## config.mk

```make
export PLATFORM = sky130hd
export DESIGN_NAME = dec_operand_stage
export DESIGN_NICKNAME = d
export VERILOG_FILES = /design/src/rtl/dec_operand_stage.sv
export SDC_FILE = /design/constraint.sdc
export NUM_CORES = 1
export LEC_CHECK = 0
export CORE_ASPECT_RATIO = 1.2
export CORE_MARGIN = 2
export CORE_UTILIZATION = 47
export CTS_BUF_LIST = sky130_fd_sc_hd__clkbuf_4
export DETAILED_ROUTE_END_ITERATION = 12
export PLACE_DENSITY = 0.85
export SYNTH_ARGS = -nofsm -noshare
export SYNTH_HDL_FRONTEND = slang
export SYNTH_SLANG_ARGS = --single-unit
```

## constraint.sdc

```tcl
create_clock -name clk -period 3.3 [get_ports clk]
set_input_delay 0.66 -clock clk [delete_from_list [all_inputs] [get_ports clk]]
set_output_delay 0.66 -clock clk [all_outputs]
set_load 0.03 [all_outputs]
```

## src/rtl/dec_operand_stage.sv

```systemverilog
// dec_operand_stage: decode/operand-fetch pipeline register with 2-entry skid, prioritised bypass and stall-time operand refresh.
module dec_operand_stage #(
  parameter int XLEN   = 32,
  parameter int NB_BYP = 2,
  parameter int CTRL_W = 64
) (
  input  logic                     clk,
  input  logic                     reset,
  input  logic                     flush_i,
  input  logic                     in_valid_i,
  output logic                     in_ready_o,
  input  logic [XLEN-1:0]          in_pc_i,
  input  logic [CTRL_W-1:0]        in_ctrl_i,
  input  logic                     in_rs1_v_i,
  input  logic [4:0]               in_rs1_adr_i,
  input  logic                     in_rs2_v_i,
  input  logic [4:0]               in_rs2_adr_i,
  input  logic                     in_rd_v_i,
  input  logic [4:0]               in_rd_adr_i,
  output logic [4:0]               rf_rs1_adr_o,
  output logic [4:0]               rf_rs2_adr_o,
  input  logic [XLEN-1:0]          rf_rs1_data_i,
  input  logic [XLEN-1:0]          rf_rs2_data_i,
  input  logic [NB_BYP-1:0]        byp_v_i,
  input  logic [5*NB_BYP-1:0]      byp_adr_i,
  input  logic [XLEN*NB_BYP-1:0]   byp_data_i,
  output logic                     out_valid_o,
  input  logic                     out_ready_i,
  output logic [XLEN-1:0]          out_pc_o,
  output logic [CTRL_W-1:0]        out_ctrl_o,
  output logic                     out_rs1_v_o,
  output logic [4:0]               out_rs1_adr_o,
  output logic [XLEN-1:0]          out_rs1_data_o,
  output logic                     out_rs2_v_o,
  output logic [4:0]               out_rs2_adr_o,
  output logic [XLEN-1:0]          out_rs2_data_o,
  output logic                     out_rd_v_o,
  output logic [4:0]               out_rd_adr_o
);
  typedef struct packed {
    logic [XLEN-1:0]   pc;
    logic [CTRL_W-1:0] ctrl;
    logic              rs1_v;
    logic [4:0]        rs1_adr;
    logic [XLEN-1:0]   rs1_data;
    logic              rs2_v;
    logic [4:0]        rs2_adr;
    logic [XLEN-1:0]   rs2_data;
    logic              rd_v;
    logic [4:0]        rd_adr;
  } ent_t;
  ent_t out_q, out_d, skid_q, skid_d, in_ent, out_rf, skid_rf;
  logic out_v_q, out_v_d, skid_v_q, skid_v_d, accept, out_free;
  // Scanning from the oldest source down lets the youngest match win.
  function automatic logic [XLEN-1:0] byp_sel(input logic [4:0] adr, input logic [XLEN-1:0] dflt);
    byp_sel = dflt;
    for (int k = NB_BYP - 1; k >= 0; k--)
      if (byp_v_i[k] && byp_adr_i[k*5 +: 5] == adr) byp_sel = byp_data_i[k*XLEN +: XLEN];
  endfunction
  function automatic ent_t refresh(input ent_t e);
    refresh = e;
    if (e.rs1_v && e.rs1_adr != 5'd0) refresh.rs1_data = byp_sel(e.rs1_adr, e.rs1_data);
    if (e.rs2_v && e.rs2_adr != 5'd0) refresh.rs2_data = byp_sel(e.rs2_adr, e.rs2_data);
  endfunction
  assign in_ready_o   = ~skid_v_q & ~reset;
  assign rf_rs1_adr_o = in_rs1_adr_i;
  assign rf_rs2_adr_o = in_rs2_adr_i;
  always_comb begin
    in_ent.pc       = in_pc_i;
    in_ent.ctrl     = in_ctrl_i;
    in_ent.rs1_v    = in_rs1_v_i;
    in_ent.rs1_adr  = in_rs1_adr_i;
    in_ent.rs1_data = (in_rs1_adr_i == 5'd0) ? '0 : byp_sel(in_rs1_adr_i, rf_rs1_data_i);
    in_ent.rs2_v    = in_rs2_v_i;
    in_ent.rs2_adr  = in_rs2_adr_i;
    in_ent.rs2_data = (in_rs2_adr_i == 5'd0) ? '0 : byp_sel(in_rs2_adr_i, rf_rs2_data_i);
    in_ent.rd_v     = in_rd_v_i;
    in_ent.rd_adr   = in_rd_adr_i;
    out_rf   = refresh(out_q);
    skid_rf  = refresh(skid_q);
    out_free = ~out_v_q | out_ready_i;
    accept   = in_valid_i & in_ready_o & ~flush_i;
    out_v_d  = ~flush_i & (out_free ? (skid_v_q | accept) : 1'b1);
    out_d    = ~out_free ? out_rf : skid_v_q ? skid_rf : accept ? in_ent : out_q;
    skid_v_d = ~flush_i & ~out_free & (skid_v_q | accept);
    skid_d   = skid_v_q ? skid_rf : accept ? in_ent : skid_q;
  end
  always_ff @(posedge clk) begin
    if (reset) begin
      out_v_q  <= 1'b0;
      skid_v_q <= 1'b0;
      out_q    <= '0;
      skid_q   <= '0;
    end else begin
      out_v_q  <= out_v_d;
      skid_v_q <= skid_v_d;
      out_q    <= out_d;
      skid_q   <= skid_d;
    end
  end
  assign out_valid_o    = out_v_q;
  assign out_pc_o       = out_q.pc;
  assign out_ctrl_o     = out_q.ctrl;
  assign out_rs1_v_o    = out_q.rs1_v;
  assign out_rs1_adr_o  = out_q.rs1_adr;
  assign out_rs1_data_o = out_q.rs1_data;
  assign out_rs2_v_o    = out_q.rs2_v;
  assign out_rs2_adr_o  = out_q.rs2_adr;
  assign out_rs2_data_o = out_q.rs2_data;
  assign out_rd_v_o     = out_q.rd_v;
  assign out_rd_adr_o   = out_q.rd_adr;
endmodule

```

* After elaboration in Yosys (flattened, before gate mapping)
Cells that the tools add are included.
** Word-level totals
- Flip-flop bits (word level) :: 358
- Bits in latches :: 0
- Bits in writable memories :: 0
- ROM bits :: 0
- Input bits :: 259
- Output and inout port bits :: 190
- Memories kept :: 0
** Operators by class
- $add $sub $neg :: 0
- Multipliers :: 0
- Div/mod/pow operators :: 0
- $lt $le $gt $ge :: 0
- Equal/unequal tests :: 13
- Shift-type cells :: 0
- Multiplexer cells :: 24
- Bitwise logic cells :: 13
- Reduce and logical (&&, ||, !) cells :: 31
** Operator list (count)
- 32-bit 2-to-1 mux :: 18
- 178-bit 2-to-1 mux :: 2
- 76-bit 2-to-1 mux :: 3
- 5-bit == test :: 12
- 5-bit nonzero test :: 4
- 1-bit logical AND :: 16
- 5-bit zero test :: 2
- 1-bit bitwise AND :: 6
- 3-bit AND reduction :: 2
- 2-bit nonzero test :: 3
- 3-bit nonzero test :: 2
- 1-bit NOT :: 5
- 2-bit AND reduction :: 2
- 3-bit inequality test, second input constant :: 1
- 1-bit OR :: 2
- 1-bit 2-to-1 mux :: 1

* Logic depth before layout (Yosys ltp)
- Depth in word-level cells :: 8
- Depth in mapped cells :: 10
- Gate-level depth less buffers :: 6

* Worst setup path before layout
No wires, ideal clock.
- Path type :: input to register
- From :: input port byp_adr_i[2]
- To :: register skid_q[10] (netlist bit)
- Setup time :: 133 ps
- Data arrival time :: 2519 ps
- Required time :: 3167 ps
- Slack :: 648 ps
- Stages :: 9
- Path buffers :: 3
- Cells stage by stage :: buf_2 -> xnor2_1 -> nand3_1 -> or4b_2 -> clkbuf_1 -> buf_6 -> o221a_2 -> nor3_1 -> nor4_1
** On the way
- Longest elaborated chain between the ends :: 6
** RTL lines
- from (decl) :: line 25 : input logic [5*NB_BYP-1:0] byp_adr_i,
- 5-bit == test :: line 58 : if (byp_v_i[k] && byp_adr_i[k*5 +: 5] == adr) byp_sel = byp_data_i[k*XLEN +: XLEN];
- 1-bit logical AND :: line 58
- 32-bit 2-to-1 mux :: line 58
- 32-bit 2-to-1 mux :: line 76 : in_ent.rs2_data = (in_rs2_adr_i == 5'd0) ? '0 : byp_sel(in_rs2_adr_i, rf_rs2_data_i);
- 76-bit 2-to-1 mux :: line 86 : skid_d = skid_v_q ? skid_rf : accept ? in_ent : skid_q;
- 76-bit 2-to-1 mux * :: line 86
- to (signal assigned) :: line 98 : skid_q <= skid_d;
- to (decl) :: line 52 : ent_t out_q, out_d, skid_q, skid_d, in_ent, out_rf, skid_rf;
Every way passes the cells marked *; elsewhere a longest branch is shown, timed or not. The select of a mux whose other input is x is not followed.
A chain may end at the register's enable or synchronous reset.

* Final worst setup path
- From :: register skid_v_q
- To :: output port in_ready_o
** On the way
- Longest elaborated chain between the ends :: 2
** RTL lines
- from (decl) :: line 53 : logic out_v_q, out_v_d, skid_v_q, skid_v_d, accept, out_free;
- from (signal assigned) :: line 96 : skid_v_q <= skid_v_d;
- 1-bit NOT (no line)
- 1-bit bitwise AND :: line 65 : assign in_ready_o = ~skid_v_q & ~reset;
- to (decl) :: line 11 : output logic in_ready_o,
Every way passes these cells.

==> results.md <==
| Parameter | Value |
|:---|:---|
| Final Hold Slack | 0.186 ns |
| Maximum number of buffers from clock root to sink | 3 |
| Area taken by flip-flops and latches | 7170 um^2 |
| CP endpoint kind | output pin |
| Worst min-delay path category | primary input to flop |
| Relative slew slack | 0.360 |
| Synthesized cell area | 19700 um^2 |
| Maximum clock frequency | 317 MHz |
| Maximum net fanout on the critical path | 55 |
| Leakage power total | 8.42 nW |
| Clock tree from TritonCTS | built |
| Post-route design area | 26100 um^2 |
| Primary FF master, synth | sky130_fd_sc_hd__dfxtp_1 |
| Sinks on the clock net | 358 |
| Largest area contributor in the netlist | sky130_fd_sc_hd__dfxtp_1 |
| Hold path start | reset |
| Sum of routed wire length over all layers | 76.4 mm |
| Residual DRC count | 0 |
| Number of resized instances in the post-cts repair step | 0 |
| Antenna violations before repair | 7 |
| Final cell count without fillers | 3383 |
| Synthesized-area fraction occupied by xor and xnor cells | 0.0271 |
| Layout area overhead | 32.5% |
| Slew at the pin closest to its max-slew limit | 0.961 ns |
| Number of nets in the finished design | 3028 |
| Arithmetic-cell share of the synthesized area counting full adders, half adders and majority gates | 0 |
| Reg-to-Reg Start | skid_q[80] |
| Post-synthesis cell type count | 51 |
| Number of enable-type register cells in the synthesized netlist | 0 |
| Critical register-to-register path endpoint | out_rs1_data_o[0] |
| Final period util | 0.955 |
| Worst-Skew Late Latency | 0.79 ns |
| Run status | finished clean |
| Largest family of logic cells by synthesized area | compound AO/OA/AOI/OAI gates |
| Clock buffers created by TritonCTS | 88 |
| Number of vias per cell after detailed routing | 6.33 |
| Number of storage elements in the synthesis netlist | 358 |
| IO buf count | 448 |
| Portion of the post-synthesis area used by sequential elements | 0.364 |
| Count of nets left with antenna violations after detail routing | 0 |
| Number of warning messages in the yosys log | 0 |
| Average routed wire per standard cell | 22.6 um |
| Most common cell in the synthesized netlist | sky130_fd_sc_hd__dfxtp_1 |
| Hold Crit Endpoint | out_pc_o[17] |
| Core utilization of the finished layout | 0.628 |
| DP Cell Count | 3225 |
| Simple logic cell fraction of the synthesized area | 0.236 |
| Cell count of the worst reg-to-reg path | 7 |
| Setup bufs post-CTS | 0 |
| Largest cells by area after synthesis | sky130_fd_sc_hd__dfxtp_1, sky130_fd_sc_hd__mux2i_1, sky130_fd_sc_hd__a211oi_1 |
| Synth Net Count | 2665 |
| Startpoint class of the critical path | flop |
| Floorplan core area | 41600 um^2 |
| Via Count | 21400 |
| Ratio of total power to cell area | 403 nW/um^2 |
| Clock root buffer | sky130_fd_sc_hd__clkbuf_4 |
| Clock slew seen by the registers of the worst setup and hold paths | 0.07 ns |
| H-tree depth | 3 |
| Max Cap Viol | 0 |
| Max-slew violation total from the final report | 0 |
| Total track usage | 0.339 |
| Commonest cells in the netlist | sky130_fd_sc_hd__dfxtp_1, sky130_fd_sc_hd__nor2_1, sky130_fd_sc_hd__o21ai_0, sky130_fd_sc_hd__clkbuf_1, sky130_fd_sc_hd__nor3_1 |
| Proportion of synthesized area in mux cells | 0.0759 |
| Detailed router's first-iteration violation count | 2511 |
| Fillcell total | 3372 |
| Unrepaired setup endpoints after global routing | no |
| Worst endpoint required time | 2.64 ns |
| Gr ovfl total | 0 |
| Post-DP HPWL | 49.5 mm |
| Die Ht | 228 um |
| Worst hold stages | 2 |
| Boundary Pins | 449 |
| Die area | 43600 um^2 |
| Largest net degree at the start of global routing | 172 |
| Initial Util | 0.474 |
| Top-area cell type share of the netlist area | 0.364 |
| Complex-gate fraction of the synthesized area | 0.239 |
| Final estimated routing congestion in global placement | 0.938 |
| Via count of the first global-routing pass | 21600 |
| Multi-input gate area | 11500 um^2 |
| Final TNS setup | 0 ns |
| Die extent in x | 191 um |
| Syn avg cell area | 8.18 um^2 |
| # rows | 82 |
| Shortest period the worst path allows | 3.15 ns |
| Setup-violating endpoint count in the final report | 0 |
| Peak VDD IR | 0.000402 V |
| Hold-fix buffers, CTS | 0 |
| Share of layout cells above drive strength 1 | 0.117 |
| Clock skew after layout | 0.0443 ns |
| Number of hold-slack violations in the final timing report | 0 |
| Proportion of synthesized flip-flops having asynchronous set or reset | 0 |
| Syn Inst Count | 2406 |
| Critical path class | flop to output pin |
| Worst Path Arrival | 2.49 ns |
| Setup slack on the worst flop-to-flop path | 0.74 ns |
| Post-detailed-placement cell area | 25000 um^2 |
| Wire length of the first global-routing pass | 117 mm |
| Length of the first detailed-routing pass in iterations | 7 |
-- cell type report --
type / count / share of cell area
Multi-Input combinational cell: 1782 / 0.441
Sequential cell: 358 / 0.275
Timing Repair Buffer: 537 / 0.215
Clock buffer: 133 / 0.0383
Tap cell: 546 / 0.0262
Clock inverter: 21 / 0.00408
Antenna cell: 4 / 0.000384
Inverter: 2 / 0.000288
-- placed cells by master (no fill, tap or decap), drive strengths merged, types with 2 or more instances in the layout --
master / n
and2: 32
or2: 2
nand2b: 117
and4: 2
clkbuf: 133
nand4b: 32
nand3: 37
mux2i: 147
a211oi: 147
o221a: 64
nor2: 257
and3: 2
diode: 4
clkinvlp: 2
nand2: 127
o31ai: 65
nand4: 6
xor2: 26
mux2: 2
inv: 5
nor3b: 33
dfxtp: 358
a21oi: 5
nor4: 66
clkdlybuf4s50: 446
clkinv: 16
o21ai: 242
or4: 2
a2111oi: 63
a31oi: 63
o2111ai: 4
buf: 91
nor3: 166
nor2b: 32
xnor2: 34
-- worst max-delay path by stage --
stage / to / startpoint / cells after the start / slack [ns]
after floorplan: skid_q[10] / byp_adr_i[2] / 9 / 0.65
after global placement: out_rs1_data_o[12] / byp_adr_i[3] / 8 / 0.03
after detailed placement: out_rs1_data_o[5] / byp_adr_i[3] / 8 / -0.03
after CTS: in_ready_o / skid_v_q / 2 / 0.1
after global routing: in_ready_o / skid_v_q / 2 / 0.08
final: in_ready_o / skid_v_q / 2 / 0.15
-- power by group --
| group | switching (W) | internal (W) |
|---|---|---|
| logic | 0.00120 | 0.000911 |
| clock network | 0.00187 | 0.00185 |
| registers | 0.000157 | 0.00453 |
| total | 0.00323 | 0.00729 |
-- kinds of logic (layout without fill, tap and decap cells) --
group | after synthesis | in the layout
multiplexers | 149 | 149
AO/OA/AOI/OAI | 658 | 658
other | 0 | 4
flip-flops | 358 | 358
XOR/XNOR | 60 | 60
AND/OR/NAND/NOR | 915 | 915
buffers and inverters | 266 | 693
-- worst max-delay path, cell delays in order (launching register included) --
cell	delay, ns
sky130_fd_sc_hd__dfxtp_4	0.96
sky130_fd_sc_hd__nor2_1	0.09
sky130_fd_sc_hd__clkdlybuf4s50_1	0.65
-- metrics by stage --
stage               setup slack [ns]  total power (W)
floorplan                      0.648          0.00581
global placement              0.0347          0.00678
detailed placement           -0.0333          0.00684
CTS                           0.0982           0.0105
global route                  0.0832           0.0109
finish                         0.147           0.0105
-- state kept, by name, indices dropped and copies added (netlist names) --
| name | cells |
|---|---|
| out_rd_v_o | 1 |
| skid_q | 178 |
| out_rs1_v_o | 1 |
| out_rs2_v_o | 1 |
| skid_v_q | 1 |
| out_rd_adr_o | 5 |
| out_valid_o | 1 |
| out_rs1_adr_o | 5 |
| out_pc_o | 32 |
| out_rs1_data_o | 32 |
| out_rs2_adr_o | 5 |
| out_rs2_data_o | 32 |
| out_ctrl_o | 64 |
-- layer usage --
layer | GRT usage | vias up | wire [um]
met3 | 0.115 | 375 | 9310
met2 | 0.550 | 1435 | 35200
met5 | 0 | - | 39
li1 | - | 9672 | -
met1 | 0.379 | 9912 | 27200
met4 | 0.211 | 6 | 4720
(Power assumes the default switching activity.)
